`src/rtl/imm_gen_pipe.sv`:
```
// RISC-V immediate generator (I/S/B/J/U, optional CSR zimm) feeding a 2-entry elastic buffer.
// Define IMM_ZICSR_EN to decode immSrc=101 as the zero-extended CSR zimm.
module imm_gen_pipe #(
  parameter int XLEN  = 32,
  parameter int TAG_W = 5
) (
  input  logic             clk,
  input  logic             rst,
  input  logic             flush,
  input  logic             in_valid,
  output logic             in_ready,
  input  logic [31:0]      inst,
  input  logic [2:0]       immSrc,
  input  logic [TAG_W-1:0] in_tag,
  output logic             out_valid,
  input  logic             out_ready,
  output logic [XLEN-1:0]  out_imm,
  output logic             out_illegal,
  output logic [TAG_W-1:0] out_tag
);

  if (XLEN != 32 && XLEN != 64) begin : g_xlen_check
    $error("imm_gen_pipe: XLEN must be 32 or 64");
  end

  // Handshake: an entry moves in on in_valid && in_ready and out on
  // out_valid && out_ready; in_ready is derived from registered count only.

  typedef struct packed {
    logic [XLEN-1:0]  imm;
    logic             illegal;
    logic [TAG_W-1:0] tag;
  } entry_t;

  logic [31:0] raw32;
  entry_t      dec;
  entry_t      slot0_q, slot0_d;
  entry_t      slot1_q, slot1_d;
  logic [1:0]  count_q, count_d;
  logic        push, pop;
  logic        unused_opcode;

  assign unused_opcode = ^inst[6:0];

  // All formats are built as a 32-bit value whose bit 31 is the sign; zimm
  // has bit 31 clear, so a single sign-extension serves every format.
  always_comb begin
    raw32       = '0;
    dec.illegal = 1'b0;
    case (immSrc)
      3'b000: raw32 = {{20{inst[31]}}, inst[31:20]};
      3'b001: raw32 = {{20{inst[31]}}, inst[31:25], inst[11:7]};
      3'b010: raw32 = {{11{inst[31]}}, inst[31], inst[19:12], inst[20], inst[30:21], 1'b0};
      3'b011: raw32 = {{19{inst[31]}}, inst[31], inst[7], inst[30:25], inst[11:8], 1'b0};
      3'b100: raw32 = {inst[31:12], 12'b0};
`ifdef IMM_ZICSR_EN
      3'b101: raw32 = {27'b0, inst[19:15]};
`endif
      default: dec.illegal = 1'b1;
    endcase
    dec.imm = XLEN'($signed(raw32));
    dec.tag = in_tag;
  end

  assign in_ready  = (count_q != 2'd2) && !rst;
  assign out_valid = (count_q != 2'd0);
  assign push      = in_valid && in_ready;
  assign pop       = out_valid && out_ready;

  // Slot 0 is the head. It is only overwritten by a new head entry, so the
  // outputs keep their last value once the buffer drains.
  always_comb begin
    slot0_d = slot0_q;
    slot1_d = slot1_q;
    count_d = count_q;
    if (flush) begin
      count_d = 2'd0;
    end else begin
      case ({push, pop})
        2'b10: begin
          if (count_q == 2'd0) slot0_d = dec;
          else                 slot1_d = dec;
          count_d = count_q + 2'd1;
        end
        2'b01: begin
          if (count_q == 2'd2) slot0_d = slot1_q;
          count_d = count_q - 2'd1;
        end
        2'b11: begin
          if (count_q == 2'd1) slot0_d = dec;
          else begin
            slot0_d = slot1_q;
            slot1_d = dec;
          end
        end
        default: ;
      endcase
    end
  end

  always_ff @(posedge clk or posedge rst) begin
    if (rst) begin
      slot0_q <= '0;
      slot1_q <= '0;
      count_q <= 2'd0;
    end else begin
      slot0_q <= slot0_d;
      slot1_q <= slot1_d;
      count_q <= count_d;
    end
  end

  assign out_imm     = slot0_q.imm;
  assign out_illegal = slot0_q.illegal;
  assign out_tag     = slot0_q.tag;

endmodule

```
`config.mk`:
```
export PLATFORM = sky130hd
export DESIGN_NAME = imm_gen_pipe
export DESIGN_NICKNAME = d
export VERILOG_FILES = /design/src/rtl/imm_gen_pipe.sv
export SDC_FILE = /design/constraint.sdc
export NUM_CORES = 1
export LEC_CHECK = 0
export ABC_AREA = 1
export CAP_MARGIN = 20
export CORE_MARGIN = 2
export CORE_UTILIZATION = 40
export DETAILED_ROUTE_END_ITERATION = 6
export PLACE_DENSITY = 0.65
export REMOVE_ABC_BUFFERS = 1
export SYNTH_ARGS = -nofsm -noshare
export SYNTH_HDL_FRONTEND = slang
export SYNTH_SLANG_ARGS = --single-unit
export TNS_END_PERCENT = 100
```
`constraint.sdc`:
```
create_clock -name clk -period 2.7 [get_ports clk]
set_input_delay 0.405 -clock clk [delete_from_list [all_inputs] [get_ports clk]]
set_output_delay 0.405 -clock clk [all_outputs]
set_load 0.02 [all_outputs]
```
# [After elaboration in Yosys (flattened, before gate mapping)]
# Index checks and enable logic that the tools add are counted.
[op_classes] n_eq_ne=14 addsub=2 n_reduce_logical=13 bitwise_logic=1 muxes=11
[op_table] cell="$mux 38" count=5
[op_table] cell="$pmux 32 s5" count=1
[op_table] cell="$pmux 38 s3" count=1
[op_table] cell="$pmux 38 s2" count=1
[op_table] cell="$ne 2x2->1 const B" count=5
[op_table] cell="$reduce_and 4->1" count=2
[op_table] cell="$eq 2x2->1 const B" count=3
[op_table] cell="$eq 3x2->1 const B" count=2
[op_table] cell="$reduce_bool 3->1" count=2
[op_table] cell="$reduce_or 5->1" count=1
[op_table] cell="$eq 2x1->1 const B" count=2
[op_table] cell="$pmux 2 s2" count=1
[op_table] cell="$reduce_bool 2->1" count=2
[op_table] cell="$eq 3x1->1 const B" count=1
[op_table] cell="$eq 3x3->1 const B" count=1
[op_table] cell="$logic_and 1x1->1" count=3
[op_table] cell="$logic_not 3->1" count=1
[op_table] cell="$add 2x1->2 const B" count=1
[op_table] cell="$logic_not 2->1" count=1
[op_table] cell="$mux 2" count=1
[op_table] cell="$sub 2x1->2 const B" count=1
[op_table] cell="$logic_not 1->1" count=1
[op_table] cell="$mux 1" count=1
[op_table] cell="$not 1->1" count=1
[word_totals] in_bits=45 word_cells=48 register_bits=78 output_inout_bits=40

# [Longest topological paths before layout]
[logic_depth] depth_word=6 mapped_depth=10 mapped_depth_nobuf=10

# [Worst setup path after synthesis]
# Ideal clock, no wire load.
[synth_timing] path_type="register -> register" start="register count_q[0]" end="register slot0_q, in the netlist out_imm[23]" slack_ns=1.088 t_arrival_ns=1.493 t_required_ns=2.580 n_path_buf=1 setup_ns=0.120 path_stages_with_launch=10 cell_sequence="dfrtp_1 -> inv_1 -> ha_1 -> nor2_4 -> nand2_2 -> a21oi_4 -> buf_2 -> nand3_1 -> o21ai_0 -> inv_1"
[synth_via] elab_chain_cells=6 elab_cells_between_ends=17 cone_classes="eq/ne (8); mux (2); reduce/logical (7)"
[synth_lines] item="start, declared" line_no="39" text="logic [1:0] count_q, count_d;"
[synth_lines] item="start signal, assigned" line_no="109" text="count_q <= count_d;"
[synth_lines] item="$ne 2x2->1 (*)" line_no="65" text="assign in_ready = (count_q != 2'd2) && !rst;"
[synth_lines] item="$logic_and 1x1->1 (*)" line_no="65"
[synth_lines] item="named net in_ready" line_no="11" text="output logic in_ready,"
[synth_lines] item="$logic_and 1x1->1 (*)" line_no="67" text="assign push = in_valid && in_ready;"
[synth_lines] item="$eq 2x1->1 or $eq 2x2->1 (tied branches)" line_no="79" text="case ({push, pop})"
[synth_lines] item="$ne 2x2->1 (no source line) or $reduce_bool 3->1 (tied branches)"
[synth_lines] item="$reduce_and 4->1 (no source line)"
[synth_lines] item="end signal, assigned" line_no="107" text="slot0_q <= slot0_d;"
[synth_lines] item="end, declared" line_no="37" text="entry_t slot0_q, slot0_d;"
# Mark *: on every way through the listed nets, which the timed path passes. The rest lies on a longest branch.
# A chain may end at the register's enable or synchronous reset.

# [Final worst setup path]
[layout_timing] start="register count_q[0]" end="output port in_ready"
[layout_via] elab_chain_cells=2
[layout_lines] item="$ne 2x2->1" line_no="65"
[layout_lines] item="$logic_and 1x1->1" line_no="65"
[layout_lines] item="end, declared" line_no="11"
# Every way passes these cells.

==> metrics <==
outcome=finished clean; antenna fix cells=0; clock transition at the registers of the reported paths=70 ps; WL final=9.88 mm; post-synth top area cell=dfrtp_1; core area=0.00973 mm^2; Slew @ Worst Pin=575 ps; Seq/Total Area, Yosys=49.0%; Worst EP arrival=1800 ps; Ys Warns=0; clk_skew=6.88 ps; FF-to-FF End=out_imm[16]; Peak VDD IR=0.521 mV; dominant synthesized flop cell=dfrtp_1; num ports=85; Post-CTS Resized=0; layer with the highest usage=met2; Syn-to-layout area delta=26.7%; # port buffers=77; die height=104 um; TritonCTS sink count=78; Die ar.=0.0108 mm^2; die width=104 um; root buffer cell=clkbuf_8; worst r2r src=count_q[0]; Tmin final=2200 ps; period utilization=81.6%; CP Launch Type=flop; Synth area leaders=dfrtp_1 (49%), nand2_1 (21%), nand3_1 (7.0%), inv_1 (5.0%), o21ai_0 (4.7%); first-pass GRT wire length=17.1 mm; H-tree depth=3; R2R setup slack=720 ps; async set or reset register ratio after synthesis=100%; power per cell area=969 mW/mm^2; Final Max Slew Viols=0; Lkg Pwr=0.00256 uW; Overall Global Routing Usage=19.6%; GR met1 Demand/Resource=27.5%; flip-flop and latch area=0.00195 mm^2; Mapped Cells=538; Max stage delay cell, worst path=clkdlybuf4s50_1; Detail Route Antenna Nets=0; number of setup violations in the final report=0; hold-fix buffers at CTS=0; Avg Cell Area, Syn=7.40 um^2; vias in the first global route=3608; TNS Setup=0 ps; Std-Cell Rows=36; met3 usage=4.41%; Max-Cap Viols=0; CTS tree=done; share of the synthesized area in the top cell type=49.0%; initial drt markers=244; CTS buffer count=9; met2 Use GR=30.3%; Starting Density=40.9%; relative slew slack=61.6%; Post-synth EDFFs=0; fmax=0.454 GHz; largest net degree at the start of global routing=48; kind of critical path=flop to output port; RSZ-0062 raised after global routing=false; ratio of cells with drive above 1 in the final layout=7.49%; Placer Congestion=0.790; DPL Wire Length=6.83 mm; DRC Markers=0; CP max stage delay=610 ps; Critical Path RT=2300 ps; hold path start=slot1_q[22]; Cells on Worst Hold Path=2; WHS Endpoint=slot1_q[22]; synth unique cells=23; Seq cells post-synth=78; Hold Fails Final Rpt=0; grt ovf=0; DR vias=3594; critical-path maximum fanout=4; Total Power=4890 uW; Setup Buffers After CTS=0; Syn Std Cell Area=0.00398 mm^2; CP endpoint kind=output port; initial antenna violation count=0; worst skew pair latency=360 ps; worst hold path class=flop to flop; multi-input logic area=0.00166 mm^2; CTS max path bufs=2; Final Net Count=659; R2R cell count=9; vias per cell=4.81; drt first pass iters=4; CP cell instances=inv_1 > ha_1 > nor2_4 > clkdlybuf4s50_1; fillcell total=977; Routed WL per cell=13.2 um
## cell usage after synthesis, types with 2 or more instances
cell and instances:
a21oi_2 7, buf_2 14, buf_4 8, clkbuf_1 4, dfrtp_1 78, ha_1 3
inv_1 53, inv_2 4, nand2_1 227, nand2_2 3, nand3_1 56, nand4_1 2
nor2_1 22, nor2_2 2, o211ai_1 4, o21ai_0 37, o21ai_1 8
## layout make-up
cell class,instances,area share (%)
sequential,78,38.7
clock buffer,12,2.88
timing repair buffer,90,17.7
tap,133,3.30
clock inverter,2,0.198
inverter,57,4.27
multi-input combinational,375,32.9
## through the flow
| step | area, um^2 | cells | util, % | hold slack [ps] | setup slack (ps) |
|---|---|---|---|---|---|
| 2_1_floorplan | 3820 | 510 | - | 442 | 74.8 |
| 3_3_place_gp | 4890 | 733 | 50.2 | 454 | 539 |
| 3_5_place_dp | 4890 | 733 | 50.2 | 459 | 530 |
| 4_1_cts | 5040 | 747 | 51.8 | 478 | 476 |
| 5_1_grt | 5040 | 747 | 51.8 | 496 | 405 |
| 6_report | 5040 | 747 | 51.8 | 476 | 498 |
## metal layers
metal	wire [um]	share of wire [%]	vias up
met5	0	0	-
met4	127	1.3	0
met3	521	5.3	10
met2	4630	47	85
met1	4600	47	1691
li1	-	-	1808
## registers in the layout (all words and copies together) (netlist names)
signal,flops
out_imm,32
slot1_q,38
out_tag,5
out_illegal,1
count_q,2
## power breakdown
part / internal [uW] / switching (uW)
clock network: 347 / 409
logic: 941 / 1210
registers: 1710 / 267
## worst max-delay path, delay by kind of cell (launching register included)
kind,cells,cell delay (ps)
and+or+nand+nor,1,140
adders and majority gates,1,250
DFF,1,360
buffers and inverters,2,690
## worst max path at each step
stage | start | endpoint | slack, ps | cells after the start
CTS | count_q[0] | in_ready | 480 | 4
floorplan | count_q[0] | slot1_q[0] | 70 | 6
global placement | rst | out_imm[14] | 540 | 8
detailed placement | rst | out_imm[16] | 530 | 8
finish | count_q[0] | in_ready | 500 | 4
global route | count_q[0] | in_ready | 410 | 4
## cells in the final DEF (no fill, tap or decap), types with 3 or more instances in the layout
cell type,instances
a21oi_2,7
buf_4,11
clkbuf_8,10
clkdlybuf4s50_1,77
clkinv_2,3
dfrtp_1,78
ha_1,3
inv_1,52
inv_2,4
nand2_1,227
nand2_2,3
nand3_1,56
nor2_1,21
o211ai_1,4
o21ai_0,37
o21ai_1,8
## cells by family after synthesis
family                     after synthesis  synth area share, %
AOI/OAI and AO/OA                       59                 8.71
adders and majority gates                3                0.943
DFF                                     78                 49.0
and+or+nand+nor                        313                 31.9
buffers and inverters                   85                 9.43
No activity file was read; power rests on OpenSTA's default activity.
